$ cat config.mk
export PLATFORM = sky130hd
export DESIGN_NAME = regfile_wb_bank
export DESIGN_NICKNAME = d
export VERILOG_FILES = /design/src/rtl/regfile_wb_bank_pkg.sv /design/src/rtl/dec_5to32.sv /design/src/rtl/regfile_wb_bank_reg_en.sv /design/src/rtl/regfile_wb_bank.sv
export SDC_FILE = /design/constraint.sdc
export NUM_CORES = 2
export LEC_CHECK = 0
export ABC_AREA = 1
export CAP_MARGIN = 20
export CORE_AREA = 2 2 430 432
export DETAILED_ROUTE_END_ITERATION = 10
export DIE_AREA = 0 0 432 434
export DONT_BUFFER_PORTS = 1
export MAX_ROUTING_LAYER = met4
export PLACE_DENSITY = 0.46
export SLEW_MARGIN = 20
export SYNTH_ARGS = -nofsm -noshare
export SYNTH_HDL_FRONTEND = slang
export SYNTH_SLANG_ARGS = --single-unit
$ cat constraint.sdc
create_clock -name clock -period 76.6 [get_ports clock]
set_input_delay 22.98 -clock clock [delete_from_list [all_inputs] [get_ports clock]]
set_output_delay 22.98 -clock clock [all_outputs]
set_load 0.01 [all_outputs]
$ cat src/rtl/regfile_wb_bank_pkg.sv
// Shared constants and types for the register-file write-back bank.
// The read ports import the same constants so slot geometry stays consistent.
package regfile_wb_bank_pkg;

  localparam int NREG   = 32;
  localparam int WIDTH  = 32;
  localparam int ADDR_W = 5;

  typedef struct packed {
    logic              valid;
    logic [ADDR_W-1:0] addr;
    logic [WIDTH-1:0]  data;
  } stage_t;

endpackage

$ cat src/rtl/dec_5to32.sv
// 5-to-32 one-hot decoder with enable; all outputs low when disabled.
module dec_5to32 (
  input  logic        en,
  input  logic [4:0]  addr,
  output logic [31:0] onehot
);

  assign onehot = en ? (32'd1 << addr) : 32'd0;

endmodule

$ cat src/rtl/regfile_wb_bank_reg_en.sv
// WIDTH-bit storage register with load enable and async active-high reset.
module regfile_wb_bank_reg_en #(
  parameter int WIDTH = 32
) (
  input  logic             clock,
  input  logic             reset,
  input  logic             en,
  input  logic [WIDTH-1:0] d,
  output logic [WIDTH-1:0] q
);

  always_ff @(posedge clock or posedge reset) begin
    if (reset)
      q <= '0;
    else if (en)
      q <= d;
  end

endmodule

$ cat src/rtl/regfile_wb_bank.sv
// 32x32 register storage with a one-entry write-back staging register whose
// contents are forwarded onto the flattened read bus while staged.
module regfile_wb_bank
  import regfile_wb_bank_pkg::*;
(
  input  logic                  clock,
  input  logic                  reset,
  input  logic                  in_valid,
  output logic                  in_ready,
  input  logic [ADDR_W-1:0]     in_addr,
  input  logic [WIDTH-1:0]      in_data,
  input  logic                  freeze,
  output logic [NREG*WIDTH-1:0] r_bus,
  output logic                  wb_busy,
  output logic [31:0]           commit_count
);

  stage_t           stage_q;
  logic             accept;
  logic [NREG-1:0]  wr_en;
  logic             commit_inc;
  logic [31:0]      count_q;
  logic [WIDTH-1:0] regs [NREG-1:1];

  assign in_ready = ~freeze;
  assign accept   = in_valid & in_ready;

  // A new accept overwrites the stage on the same edge the old entry commits.
  always_ff @(posedge clock or posedge reset) begin
    if (reset)
      stage_q <= '0;
    else if (accept)
      stage_q <= '{valid: 1'b1, addr: in_addr, data: in_data};
    else if (!freeze)
      stage_q.valid <= 1'b0;
  end

  dec_5to32 u_dec (
    .en     (stage_q.valid & ~freeze),
    .addr   (stage_q.addr),
    .onehot (wr_en)
  );

  // Register 0 decodes but has no storage, so it never counts as a commit.
  assign commit_inc = (|wr_en) & ~wr_en[0];

  always_ff @(posedge clock or posedge reset) begin
    if (reset)
      count_q <= '0;
    else if (commit_inc)
      count_q <= count_q + 32'd1;
  end

  assign commit_count = count_q;
  assign wb_busy      = stage_q.valid;

  for (genvar i = 1; i < NREG; i++) begin : g_regs
    regfile_wb_bank_reg_en #(.WIDTH(WIDTH)) u_reg (
      .clock (clock),
      .reset (reset),
      .en    (wr_en[i]),
      .d     (stage_q.data),
      .q     (regs[i])
    );
  end

  // Staged data wins over storage so readers always see the newest value.
  always_comb begin
    r_bus = '0;
    for (int i = 1; i < NREG; i++) begin
      if (stage_q.valid && stage_q.addr == ADDR_W'(i))
        r_bus[i*WIDTH +: WIDTH] = stage_q.data;
      else
        r_bus[i*WIDTH +: WIDTH] = regs[i];
    end
  end

endmodule
## Word-level counts from Yosys, hierarchy flattened

Cells that the tools add are included.

| word-level totals | value |
|---|---|
| bits in registers | 1062 |
| bits in latches | 0 |
| bits in writable memories | 0 |
| bits in read-only memories | 0 |
| logic and storage cells | 140 |
| memories kept | 0 |

| cells by class | value |
|---|---|
| $add $sub $neg | 1 |
| multiply operators | 0 |
| divide/modulo/power cells | 0 |
| order comparisons | 0 |
| eq/ne operators | 32 |
| shift-type cells | 1 |
| mux-type cells | 34 |
| bitwise logic cells | 5 |
| reductions and logical operators | 32 |

Operator list:

| cell | number |
|---|---|
| 32-bit two-way mux | 32 |
| 5-bit equality test, second input constant | 16 |
| 5-bit by 4-bit equality test with 1-bit output, second input constant | 8 |
| 32-bit by 1-bit adder with 32-bit output, second input constant | 1 |
| 32-bit OR reduction | 1 |
| 1-bit by 5-bit << shifter with 32-bit output, first input constant | 1 |
| 1-bit logical AND | 31 |
| 5-bit by 3-bit equality test with 1-bit output, second input constant | 4 |
| 5-bit by 2-bit equality test with 1-bit output, second input constant | 2 |
| 5-bit by 1-bit equality test with 1-bit output, second input constant | 1 |
| 1-bit AND | 3 |
| 1-bit two-way mux | 2 |
| 2-bit by 1-bit != test with 1-bit output, second input constant | 1 |
| 1-bit NOT | 2 |

## Depth between registers and ports, before layout

| logic depth | value |
|---|---|
| word-level depth | 5 |
| mapped depth | 10 |
| depth with buffers taken out | 10 |

## Cells and area by module

A second synthesis with hierarchy kept.

| second synthesis, totals | value |
|---|---|
| cells, all modules | 7207 |
| area total of the unflattened synthesis | 55269.3 µm² |

By module, submodules not included:

| module | times used | cells each | area an instance (µm²) |
|---|---|---|---|
| regfile_wb_bank_reg_en | 31 | 137 | 1296.2 |
| regfile_wb_bank | 1 | 2898 | 14818.0 |
| dec_5to32 | 1 | 62 | 267.8 |

## Worst setup path after synthesis

OpenSTA, ideal clock, no wires.

| timing path | value |
|---|---|
| path type | input-to-output |
| start point | input port freeze |
| end point | output port in_ready |
| arrival time | 23.353 ns |
| required time | 53.620 ns |
| setup slack | 30.267 ns |
| stages on the path | 2 |
| buffers on the path | 1 |
| cells stage by stage | inv_2 > clkbuf_1 |

| on the way | value |
|---|---|
| word-level cells in the longest chain between the ends | 1 |

Ends and longest elaborated chain:

| element | line | RTL |
|---|---|---|
| start: declaration | regfile_wb_bank.sv:12 | `input logic freeze,` |
| 1-bit NOT | regfile_wb_bank.sv:25 | `assign in_ready = ~freeze;` |
| end: declaration | regfile_wb_bank.sv:9 | `output logic in_ready,` |

No other way between the ends.

## Final worst setup path

Same ends and word-level chain as after synthesis.

==> qor.txt <==
status: complete, no violations
CTS root buf: clkbuf_16
Worst-Skew Late Latency: 0.81 ns
leakage power: 24.3 nW
CORE AREA: 182000 um^2
grt ovf: 0
Max FO, Critical Path: 85
Main synth FF type: dfrtp_1
Reg2Reg Launch Point: wb_busy
Final Critical Period: 46.54 ns
# Max-Cap Violations: 0
Final period util: 60.8%
Max Freq: 0.0215 GHz
FF+latch area: 26600 um^2
ranking of synthesized cells by area: dfrtp_1 (55%), o21ai_0 (19%), nand2_1 (16%), clkbuf_1 (4.2%), inv_1 (1.1%)
power density over cell area: 35.8 nW/um^2
port buffer count: 0
# nets final: 5798
count leader, synth: nand2_1
share of post-route cells with drive strength above 1: 6.96%
Seq cells post-synth: 1062
Worst setup EP type: output pin
top cells by count, synth: nand2_1 (2045), o21ai_0 (1803), dfrtp_1 (1062)
Max Root-Sink Buffers: 3
DIE WIDTH: 432 um
placed inst area: 50100 um^2
Hold Buf Count CTS: 0
Yosys top cell by area: dfrtp_1
WP buf/inv: 1
largest net degree at the start of global routing: 149
RSZ-0062 raised after global routing: false
post-route cell area: 54500 um^2
Residual DRC: 0
global-route wire length before repair: 301000 um
Synth cell types: 29
share of the synthesized area in the top cell type: 54.7%
Layout fillers: 19800
synth-to-layout area growth: 12.1%
post-synthesis async set-or-reset flop share: 100%
CP arrival: 23.56 ns
hold_sp: g_regs[23].u_reg.q[25]
Hold Crit Class: flip-flop to flip-flop
final core utilization: 29.8%
post-route ant nets: 0
Seq/Total Area, Yosys: 54.7%
DRT Pass-1 Iters: 6
CP cell instances: inv_2
worst slew pin tran: 1.10 ns
final WL: 217000 um
via density per instance: 5.08
number of placement rows: 157
Critical Path Start: freeze
Sink Count: 1062
Slew headroom: 26.5%
Post-CTS Setup Bufs: 0
Req. time, crit path: 53.62 ns
crit-path leading delay family: buffers and inverters
vias in the first global route: 38100
Placer Congestion: 0.861
Die Ht: 434 um
final hold viol count: 0
setup TNS: 0 ns
synth warn: 0
Critical Setup Path Class: primary input to output pin
Critical-path top delay cell: inv_2
CTS resizes: 0
Final HPWL DP: 140000 um
# setup viols final: 0
GRT Overall Usage: 23.1%
htree depth: 4
Worst Clk Skew: 0.0372 ns
Mapped Cells: 6110
Avg Cell Area, Syn: 7.96 um^2
TritonCTS clock tree: yes
WL/cell: 26.3 um
boundary pin count: 1099
Vias: 41900
CTS Buf Count: 132
Post-synth EDFFs: 0
CTS clock-pin slew for the worst setup and hold paths: 0.05 ns
VDD IR max: 0.0171 mV
area of the multi-input gates: 19100 um^2
DRT iter0 DRCs: 3861
initial antenna violation count: 17
max-slew violation count: 0
critical path's largest stage delay: 0.55 ns
type of origin of the critical path: primary input
hold_ws: 0.481 ns
Starting Density: 26.6%
Synth Cell Area: 48600 um^2
Die ar.: 187000 um^2
## logic make-up after synthesis
| group | share of synthesized area (%) |
|---|---|
| adders and majority gates | 0.0257 |
| xor gates and xnor gates | 0.306 |
| AOI/OAI and AO/OA | 21.0 |
| and+or+nand+nor | 17.5 |
| other | 0.00771 |
| DFF | 54.7 |
| muxes | 0.0232 |
| buffers and inverters | 6.46 |
## worst paths after layout
check | end | depth (start not counted) | slack [ns]
min in group asynchronous | commit_count[9] | 1 | 22.13
hold / removal | g_regs[23].u_reg.q[25] | 2 | 0.48
setup / recovery | in_ready | 1 | 30.06
max in group asynchronous | g_regs[3].u_reg.q[11] | 5 | 50.47
hold reg to reg | g_regs[23].u_reg.q[25] | 2 | 0.48
setup reg to reg | commit_count[19] | 6 | 73.30
## cell usage in the layout, fill, tap and decap left out, types with 2 or more instances in the layout
cell type	netlist	final
nor2_2	5	6
nand3_1	18	17
nor3_1	2	2
conb_1	1	32
nand2_1	2045	2023
a21oi_1	38	38
o22ai_1	79	79
clkinv_8	0	4
nand3b_1	5	5
nand2_2	23	36
o21ai_1	101	105
clkbuf_8	0	25
nor3_4	2	2
nor2_4	2	2
nand2_4	0	9
inv_4	0	3
nand3_2	1	2
buf_4	32	94
clkbuf_1	540	31
inv_1	147	114
inv_2	27	25
o21ai_0	1803	1799
nand4_1	9	9
clkinv_4	0	3
clkinv_2	0	43
xnor2_1	8	8
clkinv_1	2	2
inv_6	0	5
xor2_1	9	9
clkinv_16	0	4
clkbuf_16	0	133
diode_2	0	15
dfrtp_1	1062	1062
nor2_1	105	104
bufinv_16	0	6
## state kept, by name (all words and copies together) (netlist names)
signal / count
g_regs.u_reg.q: 992
stage_q: 37
commit_count: 32
wb_busy: 1
## power breakdown
| group | internal (W) | switching [W] | leakage [nW] |
|---|---|---|---|
| clock | 0.000366 | 0.000264 | 2.11 |
| sequential | 0.000712 | 0.0000828 | 13.8 |
| combinational | 0.000126 | 0.000397 | 8.45 |
## cell type report
class                      instances  share of cell area [%]
sequential                      1062                    48.8
multi-input combinational       4289                    35.1
clock buffer                     189                    6.96
tap                             2385                    5.48
timing repair buffer              95                    1.33
inverter                         176                    1.31
clock inverter                    36                   0.960
antenna                           15                  0.0689
## metrics by stage
| step | total power [W] | worst slack (ns) | instances |
|---|---|---|---|
| finish | 0.00195 | 30.06 | 8247 |
| global route | 0.00206 | 30.01 | 8238 |
| CTS | 0.00197 | 30.02 | 8232 |
| detailed placement | 0.00133 | 30.02 | 8007 |
| global placement | 0.00132 | 30.07 | 8007 |
| floorplan | 0.00114 | 23.73 | 6141 |
## layer usage
layer  vias up  track usage [%]  wire length (um)
li1      19200                -                 -
met1     20700             27.4             87000
met2      1587             36.8            104000
met3       361             5.78             16000
met4         0             10.7             10100
met5         -                -                 0
## tightest hold or removal path: cells and delay by family (launching register included)
| family | cells | cell delay (ns) |
|---|---|---|
| compound gates | 1 | 0.06 |
| flops | 1 | 0.34 |
| simple gates | 1 | 0.05 |
(Power assumes the default switching activity.)
